**src/rtl/top_datapath.sv**
```systemverilog
// top_datapath: pipelined mixing datapath driving a 474-bit registered status bus; CRC field built only with TOP_DATAPATH_CRC_EN
module top_datapath (
  input  logic         clk,
  input  logic         rst_n,
  input  logic [9:0]   wire0,
  input  logic [10:0]  wire1,
  input  logic [21:0]  wire2,
  input  logic [20:0]  wire3,
  output logic [473:0] y
);
  logic [63:0]        cap_q, cap_d, cap2_q;
  logic               v_q;
  logic [15:0]        cnt_q;
  logic signed [32:0] prod_q, prod_d, prodd_q;
  logic [23:0]        sum_q, sum_d;
  logic [22:0]        diff_q, diff_d;
  logic [21:0]        mix_q, mix_d;
  logic [63:0]        acc_q, acc_d;
  logic [63:0]        rot_q, rot_d;
  logic [127:0]       rot_dbl;
  logic [6:0]         pop_q, pop_d;
  logic [7:0]         flags_q, flags_d;
  logic [9:0]         max0_q, max0_d, min0_q, min0_d;
  logic [31:0]        crc;
  logic [9:0]         w0;
  logic [10:0]        w1;
  logic [21:0]        w2;
  logic [20:0]        w3;

  assign cap_d = {wire0, wire1, wire2, wire3};
  assign w0 = cap_q[63:54];
  assign w1 = cap_q[53:43];
  assign w2 = cap_q[42:21];
  assign w3 = cap_q[20:0];

  assign prod_d  = $signed(w0) * $signed({1'b0, w2});
  assign sum_d   = {13'b0, w1} + {2'b0, w2} + {3'b0, w3};
  assign diff_d  = {1'b0, w2} - {2'b0, w3};
  assign mix_d   = w2 ^ {w3, w0[0]};
  assign rot_dbl = {cap_q, cap_q} << w1[5:0];
  assign rot_d   = rot_dbl[127:64];
  assign flags_d = {w0[9], w2 > {1'b0, w3}, w1 == 11'd0, ^cap_q,
                    w2 == {1'b0, w3}, w1[10], acc_q[63], prod_d == 33'sd0};
  assign max0_d  = ($signed(w0) > $signed(max0_q)) ? w0 : max0_q;
  assign min0_d  = ($signed(w0) < $signed(min0_q)) ? w0 : min0_q;
  assign acc_d   = acc_q + {{31{prod_q[32]}}, prod_q};

  // population count of the captured word
  always_comb begin
    pop_d = '0;
    for (int i = 0; i < 64; i++) pop_d = pop_d + {6'b0, cap_q[i]};
  end

  // stage 1: capture inputs, track that cap holds a real post-reset sample, free-running counter
  always_ff @(posedge clk) begin
    if (!rst_n) begin
      cap_q <= '0;
      v_q   <= 1'b0;
      cnt_q <= '0;
    end else begin
      cap_q <= cap_d;
      v_q   <= 1'b1;
      cnt_q <= cnt_q + 16'd1;
    end
  end

  // stage 2: results of the captured word; held while the pipeline refills after reset
  always_ff @(posedge clk) begin
    if (!rst_n) begin
      cap2_q  <= '0;
      prod_q  <= '0;
      sum_q   <= '0;
      diff_q  <= '0;
      mix_q   <= '0;
      rot_q   <= '0;
      pop_q   <= '0;
      flags_q <= '0;
      max0_q  <= 10'h200;
      min0_q  <= 10'h1FF;
    end else if (v_q) begin
      cap2_q  <= cap_q;
      prod_q  <= prod_d;
      sum_q   <= sum_d;
      diff_q  <= diff_d;
      mix_q   <= mix_d;
      rot_q   <= rot_d;
      pop_q   <= pop_d;
      flags_q <= flags_d;
      max0_q  <= max0_d;
      min0_q  <= min0_d;
    end
  end

  // stage 3: delayed product and wrapping accumulator
  always_ff @(posedge clk) begin
    if (!rst_n) begin
      prodd_q <= '0;
      acc_q   <= '0;
    end else begin
      prodd_q <= prod_q;
      acc_q   <= acc_d;
    end
  end

`ifdef TOP_DATAPATH_CRC_EN
  logic [31:0] crc_q, crc_d;

  // CRC-32 over the 64 captured bits, MSB first, no reflection
  always_comb begin
    crc_d = crc_q;
    for (int i = 63; i >= 0; i--)
      crc_d = {crc_d[30:0], 1'b0} ^ ((crc_d[31] ^ cap_q[i]) ? 32'h04C11DB7 : 32'h0);
  end

  // stage 2 CRC register
  always_ff @(posedge clk) begin
    if (!rst_n) crc_q <= 32'hFFFFFFFF;
    else if (v_q) crc_q <= crc_d;
  end

  assign crc = crc_q;
`else
  assign crc = 32'h0;
`endif

  assign y = {cap2_q, cap_q, prod_q, prodd_q, sum_q, diff_q, mix_q, acc_q, crc,
              rot_q, pop_q, flags_q, cnt_q, max0_q, min0_q};
endmodule

```
**config.mk**
```make
export PLATFORM = sky130hd
export DESIGN_NAME = top_datapath
export DESIGN_NICKNAME = d
export VERILOG_FILES = /design/src/rtl/top_datapath.sv
export SDC_FILE = /design/constraint.sdc
export NUM_CORES = 2
export LEC_CHECK = 0
export ABC_AREA = 1
export BUFFER_PORTS_ARGS = -buffer_cell sky130_fd_sc_hd__buf_2
export CORE_MARGIN = 5
export CORE_UTILIZATION = 28
export CTS_CLUSTER_DIAMETER = 40
export DETAILED_ROUTE_END_ITERATION = 12
export GPL_TIMING_DRIVEN = 0
export PLACE_DENSITY_LB_ADDON = 0.05
export SYNTH_ARGS = -nofsm -noshare
export SYNTH_HDL_FRONTEND = slang
export SYNTH_SLANG_ARGS = --single-unit
```
**constraint.sdc**
```tcl
create_clock -name clk -period 7.4 [get_ports clk]
set_clock_uncertainty 0.1 [all_clocks]
set_input_delay 0.74 -clock clk [delete_from_list [all_inputs] [get_ports clk]]
set_output_delay 0.74 -clock clk [all_outputs]
set_load 0.01 [all_outputs]
```
After elaboration in Yosys (flattened, before gate mapping)
Index checks and enable logic that the tools add are counted.
- output and inout bits: 474
- register bits: 443
- word-level logic and storage cells: 96
- reductions and logical operators: 5
- magnitude comparators: 3
- mux-type cells: 1
- $add $sub $neg: 68
- equal/unequal tests: 1
- multiply operators: 1
- bitwise operators: 1
- shifts and indexed selects: 1
- operators with widths (kind ; count):
    $add 7x1->7 ; 57
    $shl 128x6->128 ; 1
    $add 64x64->64 ; 1
    $reduce_xor 64->1 ; 1
    $logic_not 33->1 ; 1
    $mul 10x23->33 ; 1
    $add 23x21->24 ; 1
    $add 11x22->23 ; 1
    $sub 22x21->23 ; 1
    $eq 22x21->1 ; 1
    $gt 22x21->1 ; 1
    $xor 22x22->22 ; 1
    $add 16x1->16 const B ; 1
    $logic_not 11->1 ; 1
    $gt 10x10->1 ; 1
    $lt 10x10->1 ; 1
    $add 6x1->7 ; 1
    $add 5x1->6 ; 1
    $add 4x1->5 ; 1
    $add 3x1->4 ; 1
    $reduce_and 2->1 ; 2
    $add 2x1->3 ; 1
    $add 1x1->2 ; 1
    $mux 1 ; 1

Logic depth before layout (Yosys ltp)
- word-level depth: 63
- gate-level depth with buffers: 30
- gate-level depth less buffers: 28

Least setup slack after synthesis
No wires, ideal clock.
- path kind: flip-flop to flip-flop
- start point: register cap_q[35]
- end point: register pop_q[4]
- data required time: 7.184 ns
- arrival: 5.982 ns
- stages on the path, launching flop included: 24
- setup slack: 1.202 ns
- buffers on the path: 1
- library setup time: 0.116 ns
- path through: dfxtp_1 > clkbuf_1 > inv_1 > fa_1 > fa_1 > inv_1 > fa_1 > fa_1 > inv_1 > fa_1 > inv_1 > fa_1 > fa_1 > fa_1 > inv_1 > fa_1 > inv_1 > a21oi_1 > nor2_1 > nor2_1 > nor2_1 > o21ai_0 > o211ai_1 > inv_1
- longest elaborated chain between the ends: 29
- RTL lines (item ; RTL line ; RTL):
    start, declared ; 11 ; logic [63:0] cap_q, cap_d, cap2_q;
    start signal, assigned ; 61 ; cap_q <= cap_d;
    $add 7x1->7 (29 in series) ; 51 ; for (int i = 0; i < 64; i++) pop_d = pop_d + {6'b0, cap_q[i]};
    end signal, assigned ; 87 ; pop_q <= pop_d;
    end, declared ; 21 ; logic [6:0] pop_q, pop_d;
Every way passes these cells.
A chain may end at the register's enable or synchronous reset.

Final worst setup path
- start point: register cap_q[31]
- end point: register flags_q[0]
- longest elaborated chain between the ends: 2
- RTL lines (item ; RTL line ; RTL):
    $mul 10x23->33 ; 36 ; assign prod_d = $signed(w0) * $signed({1'b0, w2});
    $logic_not 33->1 ; 43 ; w2 == {1'b0, w3}, w1[10], acc_q[63], prod_d == 33'sd0};
    end signal, assigned ; 88 ; flags_q <= flags_d;
    end, declared ; 22 ; logic [7:0] flags_q, flags_d;
Every way passes these cells.

==> results_dict.tcl <==
set metrics [dict create \
    status "complete, no violations" \
    ys_ff_latch 440 \
    io_pins 540 \
    start_util_pct 28.3 \
    hold_viol 0 \
    start_kind "flip-flop" \
    seq_area_sq_um 8820 \
    cp.arrival_ns 7.52 \
    tightestPinTransition_ns 1.41 \
    yosys_warnings 0 \
    first_iter_violations 2709 \
    vdd_drop_max_uv 466 \
    fin_nets 6588 \
    ys_top_cells_by_count "1432 x nand2_1, 976 x inv_1, 440 x dfxtp_1" \
    slew_violations 0 \
    drc 0 \
    worst_slack_ns 0.409 \
    pre_cts_ws_ns -0.706 \
    period_needed_ns 6.99 \
    cts_root_buf "clkbuf_16" \
    routedWlPerCell_um 23.6 \
    max_freq_mhz 143 \
    postCtsSetupBuffers 0 \
    fin_crit_sh_pct 94.5 \
    first_pass_iters 5 \
    async_flop_share_pct 0 \
    comb_power_share_pct 40.6 \
    instances_no_fill 7873 \
    synth-edff-count 0 \
    power.density_nw_per_um2 273 \
    num_rows 132 \
    io_buffers 506 \
    rsz0062_at_grt "false" \
    required_ns 7.93 \
    p_seq_share_pct 24.1 \
    utilization_pct 34.5 \
    syn_inst 5421 \
    clk_pin_slew_worst_paths_ns 0.06 \
    dpl.cell_count 7701 \
    clkPwrFrac_pct 35.3 \
    track_usage_pct 26.2 \
    clock_latency_ns 0.71 \
    slew_headroom_pct 6.12 \
    path_max_fanout 10 \
    grt_pass1_wl_mm 262 \
    die_area_sq_um 138000 \
    syn_to_final_growth_pct 22.1 \
    p_switching_mw 5.07 \
    n_fill_cell 14400 \
    setup.worst_path.end_class "flip-flop" \
    die_w_um 372 \
    synth_flop_cell "dfxtp_1" \
    antenna_found_initial 11 \
    vias_per_cell 4.76 \
    syn-cell-area_sq_um 36700 \
    power_leakage_nw 24.3 \
    drv_cap 0 \
    cts_tree "yes" \
    multi_input_area_sq_um 23100 \
    vias 37500 \
    synth_area_leaders "dfxtp_1 24%, nand2_1 15%, fa_1 12%" \
    dieHeight_um 372 \
    gr-total-overflow 0 \
    ys_seq_area_share_pct 24.0 \
    power_mw 12.2 \
    sw_frac_of_total_pct 41.4 \
    wl_mm 186 \
    yosysUniqueCellTypes 47 \
    cts_resized 2 \
    cts_made_buffers 92 \
    clock-sinks 440 \
    dp_hpwl_mm 152 \
    grt_pass1_vias 36700 \
    ant_nets 0 \
    avgSynthCellArea_sq_um 6.77 \
    tns_ns 0 \
    crit_type "reg -> reg" \
    cts_hold_buf 0 \
    cts_htree_levels 3 \
    coreArea_sq_um 130000 \
    clockBufferDepth 3 \
    gp_congestion 0.964 \
    yosysMostFrequentCell "nand2_1" \
    setup_viol 0 \
    synth_top_area_cell "dfxtp_1" \
    min_path_type "in -> reg" \
    drive_gt1_share_pct 12.8 \
    p_int_mw 7.18 \
    grt_max_degree 36 \
    synth_top_area_share_pct 24.0 \
]
flip-flops by register name, indices dropped and copies added, names as in the netlist, 16 cells and up:
register,cells
acc_q,64
cap2_q,64
cap_q,64
rot_q,64
prod_q,33
prodd_q,33
diff_q,23
sum_q,23
mix_q,22
cnt_q,16
path summary, 6_finish.rpt:
check | slack, ns | cells after the start | end | startpoint
worst min register to register | 0.36 | 2 | cap2_q[36] | cap2_q[36]
worst max-delay path | 0.41 | 26 | flags_q[0] | cap_q[31]
worst min-delay path | 0.1 | 3 | cap_q[50] | wire1[7]
worst max register to register | 0.41 | 26 | flags_q[0] | cap_q[31]
kinds of logic (layout without fill, tap and decap cells):
kind of cell / Yosys count / after routing / synth area share, %
compound gates: 903 / 903 / 13.8
xor+xnor: 91 / 91 / 2.17
fa+ha+maj: 470 / 470 / 20.7
buf+inv: 1248 / 1924 / 13.5
flops: 440 / 440 / 24.0
mux: 67 / 67 / 1.83
other cells: 1 / 35 / 0.0102
simple gates: 2201 / 2201 / 24.0
worst max-delay path: stages, from the launching register on:
cell and delay (ns):
dfxtp_1 0.81, clkbuf_1 0.50, clkbuf_2 0.41, nand2_1 0.13
fa_1 0.57, inv_1 0.05, fa_1 0.47, fa_1 0.54
fa_1 0.56, inv_1 0.06, fa_1 0.53, inv_1 0.05
ha_1 0.43, nand2_1 0.14, inv_1 0.09, nand2_1 0.16
nor3_1 0.30, nand2_1 0.12, nand2_1 0.08, nand2_1 0.05
nand2_1 0.10, nand3_1 0.07, nor2_1 0.22, nand2_1 0.09
nor2_1 0.10, nand2_1 0.07, a21oi_1 0.11
power groups by stage:
stage,combinational [mW],sequential (mW),clock [mW]
5_1_grt,5.63,2.98,4.54
4_1_cts,4.98,2.95,4.44
6_report,4.97,2.95,4.33
2_1_floorplan,3.15,2.96,0
3_3_place_gp,4.96,2.99,0
3_5_place_dp,4.95,3.00,0
layout by cell type (no fill, tap or decap), types with 37 or more instances in the layout:
master / Yosys / routed
nand2_1: 1432 / 1432
inv_1: 976 / 976
buf_2: 37 / 543
dfxtp_1: 440 / 431
nor2_1: 412 / 412
o21ai_0: 317 / 317
a21oi_1: 286 / 286
nand3_1: 244 / 244
ha_1: 243 / 243
fa_1: 227 / 227
clkbuf_1: 151 / 155
clkbuf_16: 0 / 92
o21ai_1: 83 / 83
o211ai_1: 80 / 80
mux2i_1: 67 / 67
xnor2_1: 57 / 57
buf_4: 48 / 48
nor3_1: 37 / 37
through the flow:
stage | instance area [sq um] | hold WS, ns
after floorplan | 36800 | 0.369
after global placement | 41500 | 0.347
after detailed placement | 41500 | 0.349
after CTS | 44800 | 0.0402
after global routing | 44800 | 0.0785
final | 44800 | 0.0971
routing by layer:
layer	track usage (%)	vias up	wire length (um)	share of wire, %
met5	0	-	27	0.015
met4	7.28	4	5310	2.9
met3	5.02	233	13500	7.3
met2	42.1	1318	82400	44
met1	35.7	17700	84500	45
li1	-	18200	-	-
area by class of cell:
cell class	count	share of cell area, %
Sequential cell	440	19.7
Buffer	263	2.81
Clock buffer	115	5.60
Clock inverter	56	1.65
Timing Repair Buffer	506	5.65
Tap cell	1742	4.87
Inverter	984	8.26
Antenna cell	2	0.0112
Multi-Input combinational cell	3765	51.5
(Power assumes the default switching activity.)
